`src/rtl/lsu_pkg.sv`:
```
`default_nettype none
// +--------------------------------------------------------------------+
// | lsu_pkg: shared types and page map for the store/load unit path    |
// | Revision: 1.0                                                      |
// +--------------------------------------------------------------------+
package lsu_pkg;

  typedef enum logic [1:0] {
    SZ_BYTE = 2'b00,
    SZ_HALF = 2'b01,
    SZ_WORD = 2'b10,
    SZ_RSVD = 2'b11
  } size_e;

  localparam logic [19:0] PG_LEDR  = 20'h10000;
  localparam logic [19:0] PG_LEDG  = 20'h10001;
  localparam logic [19:0] PG_HEXLO = 20'h10002;
  localparam logic [19:0] PG_HEXHI = 20'h10003;
  localparam logic [19:0] PG_LCD   = 20'h10004;

  typedef enum logic [2:0] {
    REG_DMEM  = 3'd0,
    REG_LEDR  = 3'd1,
    REG_LEDG  = 3'd2,
    REG_HEXLO = 3'd3,
    REG_HEXHI = 3'd4,
    REG_LCD   = 3'd5,
    REG_NONE  = 3'd6
  } region_e;

  function automatic logic [31:0] merge_bytes(input logic [31:0] old_val,
                                              input logic [31:0] new_val,
                                              input logic [3:0]  be);
    logic [31:0] res;
    for (int i = 0; i < 4; i++) begin
      res[i*8 +: 8] = be[i] ? new_val[i*8 +: 8] : old_val[i*8 +: 8];
    end
    return res;
  endfunction

endpackage
`default_nettype wire

```
`src/rtl/lsu_lane_align.sv`:
```
`default_nettype none
// +--------------------------------------------------------------------+
// | lsu_lane_align: size/offset to byte enables, lane data, alignment  |
// | Revision: 1.0                                                      |
// +--------------------------------------------------------------------+
module lsu_lane_align
  import lsu_pkg::*;
(
  input  size_e       size,
  input  logic [1:0]  addr_lo,
  input  logic [31:0] data,
  output logic [3:0]  be,
  output logic [31:0] wdata,
  output logic        misaligned
);

  always_comb begin
    be         = 4'b0000;
    wdata      = data;
    misaligned = 1'b0;
    case (size)
      SZ_BYTE: begin
        be    = 4'b0001 << addr_lo;
        wdata = {4{data[7:0]}};
      end
      SZ_HALF: begin
        be         = addr_lo[1] ? 4'b1100 : 4'b0011;
        wdata      = {2{data[15:0]}};
        misaligned = addr_lo[0];
      end
      SZ_WORD: begin
        be         = 4'b1111;
        misaligned = |addr_lo;
      end
      // reserved size is rejected upstream; no lanes enabled
      default: be = 4'b0000;
    endcase
  end

endmodule
`default_nettype wire

```
`src/rtl/lsu_store_demux.sv`:
```
`default_nettype none
// +--------------------------------------------------------------------+
// | lsu_store_demux: store steering to DMEM or memory-mapped outputs    |
// | Revision: 1.0                                                      |
// +--------------------------------------------------------------------+
module lsu_store_demux
  import lsu_pkg::*;
#(
  parameter int DMEM_AW   = 11,
  parameter int ERR_CNT_W = 8
) (
  input  logic                 i_clk,
  input  logic                 i_rst_n,
  input  logic [31:0]          i_lsu_addr,
  input  logic [31:0]          i_st_data,
  input  logic                 i_lsu_wren,
  input  logic [1:0]           i_st_size,
  output logic                 o_dmem_we,
  output logic [3:0]           o_dmem_be,
  output logic [31:0]          o_dmem_wdata,
  output logic [16:0]          o_io_ledr,
  output logic [7:0]           o_io_ledg,
  output logic [6:0]           o_io_hex0,
  output logic [6:0]           o_io_hex1,
  output logic [6:0]           o_io_hex2,
  output logic [6:0]           o_io_hex3,
  output logic [6:0]           o_io_hex4,
  output logic [6:0]           o_io_hex5,
  output logic [6:0]           o_io_hex6,
  output logic [6:0]           o_io_hex7,
  output logic [31:0]          o_io_lcd,
  output logic [31:0]          o_io_rdata,
  output logic                 o_st_err,
  output logic [ERR_CNT_W-1:0] o_err_cnt
);

  size_e       size;
  region_e     region;
  logic [3:0]  be;
  logic [31:0] wdata;
  logic        misaligned;
  logic        accept;
  logic        reject;
  logic        io_we;

  logic [31:0] ledr_q, ledg_q, hexlo_q, hexhi_q, lcd_q;
  logic        st_err_q;
  logic [ERR_CNT_W-1:0] err_cnt_q;

  assign size = size_e'(i_st_size);

  lsu_lane_align u_align (
    .size       (size),
    .addr_lo    (i_lsu_addr[1:0]),
    .data       (i_st_data),
    .be         (be),
    .wdata      (wdata),
    .misaligned (misaligned)
  );

  // output pages only decode at offset 0..3 of their 4 KiB page
  always_comb begin
    region = REG_NONE;
    if (i_lsu_addr[31:DMEM_AW] == '0) begin
      region = REG_DMEM;
    end else if (i_lsu_addr[11:2] == 10'd0) begin
      case (i_lsu_addr[31:12])
        PG_LEDR:  region = REG_LEDR;
        PG_LEDG:  region = REG_LEDG;
        PG_HEXLO: region = REG_HEXLO;
        PG_HEXHI: region = REG_HEXHI;
        PG_LCD:   region = REG_LCD;
        default:  region = REG_NONE;
      endcase
    end
  end

  assign accept = i_lsu_wren && (size != SZ_RSVD) && !misaligned && (region != REG_NONE);
  assign reject = i_lsu_wren && !accept;
  assign io_we  = accept && (region != REG_DMEM);

  assign o_dmem_we    = accept && (region == REG_DMEM);
  assign o_dmem_be    = be;
  assign o_dmem_wdata = wdata;

  always_ff @(posedge i_clk or negedge i_rst_n) begin
    if (!i_rst_n) begin
      ledr_q  <= '0;
      ledg_q  <= '0;
      hexlo_q <= '0;
      hexhi_q <= '0;
      lcd_q   <= '0;
    end else if (io_we) begin
      case (region)
        REG_LEDR:  ledr_q  <= merge_bytes(ledr_q,  wdata, be);
        REG_LEDG:  ledg_q  <= merge_bytes(ledg_q,  wdata, be);
        REG_HEXLO: hexlo_q <= merge_bytes(hexlo_q, wdata, be);
        REG_HEXHI: hexhi_q <= merge_bytes(hexhi_q, wdata, be);
        REG_LCD:   lcd_q   <= merge_bytes(lcd_q,   wdata, be);
        default: ;
      endcase
    end
  end

  always_ff @(posedge i_clk or negedge i_rst_n) begin
    if (!i_rst_n) begin
      st_err_q  <= 1'b0;
      err_cnt_q <= '0;
    end else begin
      st_err_q <= reject;
      if (reject && (err_cnt_q != '1)) begin
        err_cnt_q <= err_cnt_q + 1'b1;
      end
    end
  end

  always_comb begin
    case (region)
      REG_LEDR:  o_io_rdata = ledr_q;
      REG_LEDG:  o_io_rdata = ledg_q;
      REG_HEXLO: o_io_rdata = hexlo_q;
      REG_HEXHI: o_io_rdata = hexhi_q;
      REG_LCD:   o_io_rdata = lcd_q;
      default:   o_io_rdata = 32'd0;
    endcase
  end

  assign o_io_ledr = ledr_q[16:0];
  assign o_io_ledg = ledg_q[7:0];
  assign o_io_hex0 = hexlo_q[6:0];
  assign o_io_hex1 = hexlo_q[14:8];
  assign o_io_hex2 = hexlo_q[22:16];
  assign o_io_hex3 = hexlo_q[30:24];
  assign o_io_hex4 = hexhi_q[6:0];
  assign o_io_hex5 = hexhi_q[14:8];
  assign o_io_hex6 = hexhi_q[22:16];
  assign o_io_hex7 = hexhi_q[30:24];
  assign o_io_lcd  = lcd_q;
  assign o_st_err  = st_err_q;
  assign o_err_cnt = err_cnt_q;

endmodule
`default_nettype wire

```
`config.mk`:
```
export PLATFORM = sky130hd
export DESIGN_NAME = lsu_store_demux
export DESIGN_NICKNAME = d
export VERILOG_FILES = /design/src/rtl/lsu_pkg.sv /design/src/rtl/lsu_lane_align.sv /design/src/rtl/lsu_store_demux.sv
export SDC_FILE = /design/constraint.sdc
export NUM_CORES = 1
export LEC_CHECK = 0
export ABC_AREA = 1
export CORE_MARGIN = 3
export CORE_UTILIZATION = 46
export DETAILED_ROUTE_END_ITERATION = 8
export PLACE_DENSITY = 0.8
export SYNTH_ARGS = -nofsm -noshare
export SYNTH_HDL_FRONTEND = slang
export SYNTH_SLANG_ARGS = --single-unit
```
`constraint.sdc`:
```
create_clock -name i_clk -period 1.7 [get_ports i_clk]
set_input_delay 0.17 -clock i_clk [delete_from_list [all_inputs] [get_ports i_clk]]
set_output_delay 0.17 -clock i_clk [all_outputs]
set_load 0.01 [all_outputs]
```
==> results.toml, run 1 <==
[status]
status = "finished with violations"
violations = "setup timing"

[setup_path]
critPathLaunchType = "primary input"
path_max_fanout = 7
crit_type = "primary input to primary output"
cp.arrival_ps = 2180
cp.required_ps = 1530
reg2reg_from = "o_err_cnt[0]$_DFFE_PN0P_"
startpoint = "i_lsu_addr[10]"
cp-end-kind = "primary output"

[timing]
finalCritPeriodShare_pct = 138
relSlewSlack_pct = 70.3
drv_slew = 0
rsz0062_at_grt = "true"
max_freq_mhz = 425
worstMarginPinSlew_ps = 444
fin_skew_ps = 14.0
whs_ps = 179
setup-violations-final = 205
hold_violations = 0
setup_ws_ps = -650
period_minus_slack_ps = 2350

[power_and_ir_drop]
seqPwrFrac_pct = 43.4
p_switching_mw = 2.79
p_int_mw = 6.77
p_leak_nw = 8.30
peakVddDrop_uv = 640
p_total_mw = 9.56
power_density_nw_per_um2 = 554
pwr-share-clk_pct = 40.8
p_sw_share_pct = 29.2
combPwrFrac_pct = 15.8

[clock_tree]
clkSinkCount = 169
cts_buffers = 17
root_buffer = "clkbuf_16"
h-tree-depth = 4
worstSkewPairLatency_ps = 460
cts_tree = "done"
cts.path.max_buffers = 2
clk_pin_slew_ps = 70

[detailed_routing]
wl_per_cell_um = 24.0
drtAntennaViolNets = 0
via_count = 12900
drt_pass1_iterations = 7
drtIter0Drc = 1773
drc_errors = 0
totalWireLength_mm = 51.9
vias_per_cell = 5.94

[placed_design]
gp_congestion = 0.880
dp_hpwl_mm = 26.3
placedCellCount = 2005
port_buffers = 259

[cells_and_area]
antennaDiodeCount = 0
drive_gt1_share_pct = 33.2
finalNonFillerCells = 2163
nets = 1911
area_delta_synth_final_pct = 59.3
finish.utilization_pct = 75.4
fillers = 1397

[logic_synthesis]
synth_cell_types = 34
synth-seq-cells = 169
synth_flop_cell = "dfrtp_1"
synth_top_area_cell = "dfrtp_1"
netlist_top_cells_area = "dfrtp_1, nand2_1, o21bai_1"
synth_edf_count = 0
synth_top_area_share_pct = 39.0
synthArstFlopShare_pct = 100
ys_seq_area_share_pct = 39.0
synthCells = 1467
syn_avg_cell_area_sq_um = 7.39
syn-num-nets = 1541
synth_area_sq_um = 10800
synth_warnings = 0

[die]
dieArea_sq_um = 25500
die_width_um = 160
core_area_sq_um = 22900
dieHeight_um = 160
initial_core_util_pct = 47.3
rows = 55
ios = 260

[global_route]
grt_max_degree = 44
grt_pass1_wl_mm = 70.4
grt_usage_pct = 35.7
grt_overflow_total = 0
grt_pass1_vias = 12400
antenna_found_initial = 0

[min_path]
hold_class = "primary input to asynchronous set/reset pin"

[job]
cap_violations = 0
per-stage QoR:
stage / setup WS, ps / cell area [sq um] / TNS (ps)
floorplan: 1.51 / 10900 / 0
global placement: -1140 / 14000 / -171340
detailed placement: -1200 / 14000 / -180640
CTS: -469 / 16300 / -12920
global route: -747 / 17300 / -65210
finish: -650 / 17300 / -44660
cells by family (layout without fill, tap and decap cells):
| logic type | after synthesis | after routing | synth area share [%] |
|---|---|---|---|
| XOR/XNOR | 7 | 7 | 0.565 |
| buffers and inverters | 383 | 759 | 17.7 |
| AO/OA/AOI/OAI | 237 | 237 | 14.2 |
| AND/OR/NAND/NOR | 666 | 673 | 27.9 |
| flip-flops | 169 | 169 | 39.0 |
| adder cells (fa/ha/maj) | 5 | 5 | 0.577 |
layout make-up:
class / instances / area (sq um) / area share, %
clock inverters: 12 / 91.3 / 0.529
inverters: 219 / 870 / 5.03
clock buffers: 20 / 467 / 2.70
multi-input cells: 922 / 5830 / 33.8
repair buffers: 508 / 5400 / 31.2
flip-flops and latches: 169 / 4230 / 24.5
well taps: 313 / 392 / 2.27
power by group through the flow:
stage / Combinational, mW / Sequential, mW / Clock (mW)
finish: 1.52 / 4.15 / 3.90
CTS: 1.40 / 4.15 / 3.81
global placement: 1.28 / 4.22 / 0
detailed placement: 1.30 / 4.22 / 0
global route: 1.59 / 4.16 / 4.03
floorplan: 0.403 / 4.24 / 0
layer usage:
layer / GRT usage (%) / up-vias / wire (um) / share of wire [%]
li1: - / 5305 / - / -
met1: 42.4 / 5965 / 17200 / 33
met2: 56.1 / 1188 / 23000 / 44
met3: 11.4 / 401 / 7380 / 14
met4: 22.7 / 0 / 4290 / 8.3
met5: 0 / - / 0 / 0
critical path: stages:
cell      delay [ps]
buf_6            100
nor2_4           100
nand3_2          100
nor2_4           220
buf_6            140
nand4_4          100
nand2_8          100
buf_6            100
buf_6            110
clkinv_8          80
buf_12           150
buf_12           150
nand3_2           80
nand2_1           60
nor2_1           140
nand2_1          120
buf_2            150
cells in the mapped netlist (7+ instances only):
cell / count
buf_2: 26
a21oi_1: 7
inv_1: 212
nor2_4: 8
clkbuf_1: 29
nand3_1: 182
o22ai_1: 8
buf_4: 92
o21ai_0: 54
o21ai_1: 30
buf_6: 14
nand2_1: 336
o21bai_1: 129
o21a_1: 7
nor2_1: 110
dfrtp_1: 169
final timing paths:
check                      depth (start not counted)                        to  slack, ps
min in group i_clk                                 4    hexhi_q[3]$_DFFE_PN0P_        380
setup / recovery                                  17            o_io_rdata[25]       -650
max in group asynchronous                          3    ledr_q[18]$_DFFE_PN0P_        900
hold reg to reg                                    2    ledg_q[22]$_DFFE_PN0P_        500
hold / removal                                     2   hexhi_q[24]$_DFFE_PN0P_        180
setup reg to reg                                   8  o_err_cnt[6]$_DFFE_PN0P_         60
repair_timing:
| item | 4_1_cts | 5_1_grt |
|---|---|---|
| hold buffers | 1 | 0 |
| pin swaps | 78 | 82 |
| endpoints found under the setup margin | 229 | 217 |
| buffers inserted | 74 | 26 |
| gates cloned | 21 | 10 |
| hold endpoints to repair | 49 | 0 |
| resized for setup | 577 | 159 |
placed cells by master (no fill, tap or decap), types with 33 or more instances in the layout:
master and count:
buf_12 45, buf_2 51, buf_4 130, buf_6 79, clkdlybuf4s50_1 164, dfrtp_1 169, inv_1 199, nand2_1 285
nand2_2 43, nand3_1 145, nand3_2 33, nor2_1 64, nor2_4 36, o21bai_1 117
state kept, by name, indices dropped and copies added, names as in the netlist:
register and cells:
hexhi_q 32, hexlo_q 32, ledg_q 32, ledr_q 32, o_err_cnt 8, o_io_lcd 32
o_st_err 1
Note: power is estimated with default switching activity, not from simulation.
==> run 2, diff against run 1 <==
Settings changed: CELL_PAD_IN_SITES_DETAIL_PLACEMENT set to 0, CELL_PAD_IN_SITES_GLOBAL_PLACEMENT set to 1, CORE_MARGIN 3 to 2, CORE_UTILIZATION 46 to 33.
==> run 2 against run 1 <==
The flow still finishes with violations (setup timing); sequential share of layout area up 0.49 points; setup slack better by 200 ps; worst hold slack worse by 11 ps; critical path type unchanged; sequential power hardly changed; critical endpoint is now o_io_rdata[7]; count of clock-buffer cells in the layout fell by 2; die area increased by 35%; routed wire length shrank 11%; power is 1.9% lower; register-to-register slack improved by 220 ps; largest power group unchanged; critical path depth up 1.
==> results.toml, run 2 (synthesis gave the netlist of run 1 again) <==
[timing]
setup-violations-final = 32
rsz0062_at_grt = "true"
finalCritPeriodShare_pct = 127
fin_setup_tns_ps = -11010
max_freq_mhz = 464
setup_ws_ps = -454
hold_violations = 0
drv_slew = 0
fin_skew_ps = 9.98
period_minus_slack_ps = 2150
whs_ps = 168
relSlewSlack_pct = 78.7
worstMarginPinSlew_ps = 320

[die]
initial_core_util_pct = 33.4
rows = 66
die_width_um = 185
ios = 260
dieHeight_um = 185
core_area_sq_um = 32500
dieArea_sq_um = 34300

[power_and_ir_drop]
power_density_nw_per_um2 = 554
seqPwrFrac_pct = 44.2
p_switching_mw = 2.71
p_int_mw = 6.67
p_total_mw = 9.39
peakVddDrop_uv = 562
combPwrFrac_pct = 15.5
p_leak_nw = 8.22
p_sw_share_pct = 28.9
pwr-share-clk_pct = 40.3

[placed_design]
post_dp_cell_area_sq_um = 14500
gp_congestion = 0.836
placedCellCount = 2160
dp_hpwl_mm = 28.4
pre_cts_ws_ps = -1130
port_buffers = 259

[setup_path]
r2r_end = "o_err_cnt[2]$_DFFE_PN0P_"
crit_type = "primary input to primary output"
slowest_delay_ps = 160
cp-end-kind = "primary output"
critPathBufInv = 8
path_max_fanout = 3
cp_cell_sequence = "buf_6 > nor2_4 > nand2_2 > inv_2 > nand2_2 > nor2_4 > nand3_2 > buf_6 > nor2_4 > buf_12 > buf_6 > nand2_1 > inv_2 > nand2_1 > o21ai_0 > inv_1 > nand2_2 > buf_6"
cp.required_ps = 1530
cp.arrival_ps = 1980
r2r_slack_ps = 280
path_delay_family = "simple AND/OR/NAND/NOR gates"
slowest_stage = "nor2_4"
critPathLaunchType = "primary input"
ff2ff_path_depth = 8
reg2reg_from = "o_err_cnt[1]$_DFFE_PN0P_"
path_common_cell = "buf_6"

[clock_tree]
worstSkewPairLatency_ps = 440
cts_tree = "done"
root_buffer = "clkbuf_16"
cts.path.max_buffers = 2
cts_buffers = 17
clkSinkCount = 169
clk_pin_slew_ps = 80
h-tree-depth = 4

[detailed_routing]
drt_pass1_iterations = 5
via_count = 11300
wl_per_cell_um = 20.4
vias_per_cell = 4.98
totalWireLength_mm = 46.4
drc_errors = 0
drtIter0Drc = 955
drtAntennaViolNets = 0

[global_route]
grt_usage_pct = 25.8
grt_pass1_vias = 11000
grt_overflow_total = 0
grt_pass1_wl_mm = 66.0
antenna_found_initial = 0
grt_max_degree = 51

[cells_and_area]
final_common_cell = "nand2_1"
finish.utilization_pct = 52.2
finalNonFillerCells = 2276
antennaDiodeCount = 0
area_delta_synth_final_pct = 56.3
nets = 1895
drive_gt1_share_pct = 28.4
mostFrequentLayoutCells = "nand2_1, inv_1, nand3_1, dfrtp_1, clkdlybuf4s50_1"
finalInstanceArea_sq_um = 17000

[status]
violations = "setup timing"
status = "finished with violations"

[job]
cap_violations = 0

[min_path]
hold_class = "primary input to asynchronous set/reset pin"
-- run 2: changes by cell type in the layout (fill, tap and decap cells not counted), sizes merged --
| cell | before | now |
|---|---|---|
| clkdlybuf4s50 | 164 | 157 |
| clkbuf | 27 | 39 |
| dlymetal6s2s | 0 | 3 |
| nor2 | 135 | 128 |
| bufbuf | 2 | 5 |
| nand3 | 191 | 192 |
| inv | 220 | 221 |
| dlygate4sd2 | 5 | 10 |
| clkinvlp | 2 | 5 |
| buf | 320 | 294 |
| clkinv | 9 | 7 |
| clkdlybuf4s15 | 9 | 7 |
-- run 2: worst max path at each step --
stage | startpoint | endpoint | slack (ps) | cells past startpoint
floorplan | i_lsu_addr[21] | o_io_rdata[10] | 2 | 13
global placement | i_lsu_addr[31] | o_io_rdata[7] | -1120 | 15
detailed placement | i_lsu_addr[31] | o_io_rdata[7] | -1130 | 15
CTS | i_lsu_addr[16] | o_io_rdata[21] | -410 | 18
global route | i_lsu_addr[19] | o_io_rdata[7] | -540 | 18
finish | i_lsu_addr[19] | o_io_rdata[7] | -450 | 18
-- run 2: layer usage --
| layer | vias to the layer above | track usage (%) | part of all wire [%] |
|---|---|---|---|
| met1 | 5512 | 35.0 | 44 |
| li1 | 5262 | - | - |
| met3 | 55 | 5.21 | 7.8 |
| met4 | 0 | 8.29 | 2.3 |
| met5 | - | 0 | 0 |
| met2 | 510 | 41.1 | 46 |
-- run 2: power by group through the flow --
stage	clock, mW	combinational, mW	sequential (mW)
5_1_grt	3.98	1.55	4.16
6_report	3.78	1.45	4.15
3_3_place_gp	0	1.31	4.22
4_1_cts	3.82	1.42	4.15
3_5_place_dp	0	1.32	4.22
2_1_floorplan	0	0.403	4.24
-- run 2: layout make-up --
type | instances | area [sq um]
sequential | 169 | 4230
timing repair buffer | 498 | 5470
inverter | 219 | 865
clock inverter | 14 | 113
tap | 442 | 553
clock buffer | 18 | 429
fill | 3023 | 15500
multi-input combinational | 916 | 5300
-- run 2: what timing repair did --
action	4_1_cts	5_1_grt
pin swaps	65	73
gates cloned	15	15
endpoints found under the setup margin	229	218
hold buffers	1	0
gates resized for setup	493	115
setup buffers	42	13
endpoints found under the hold margin	169	0
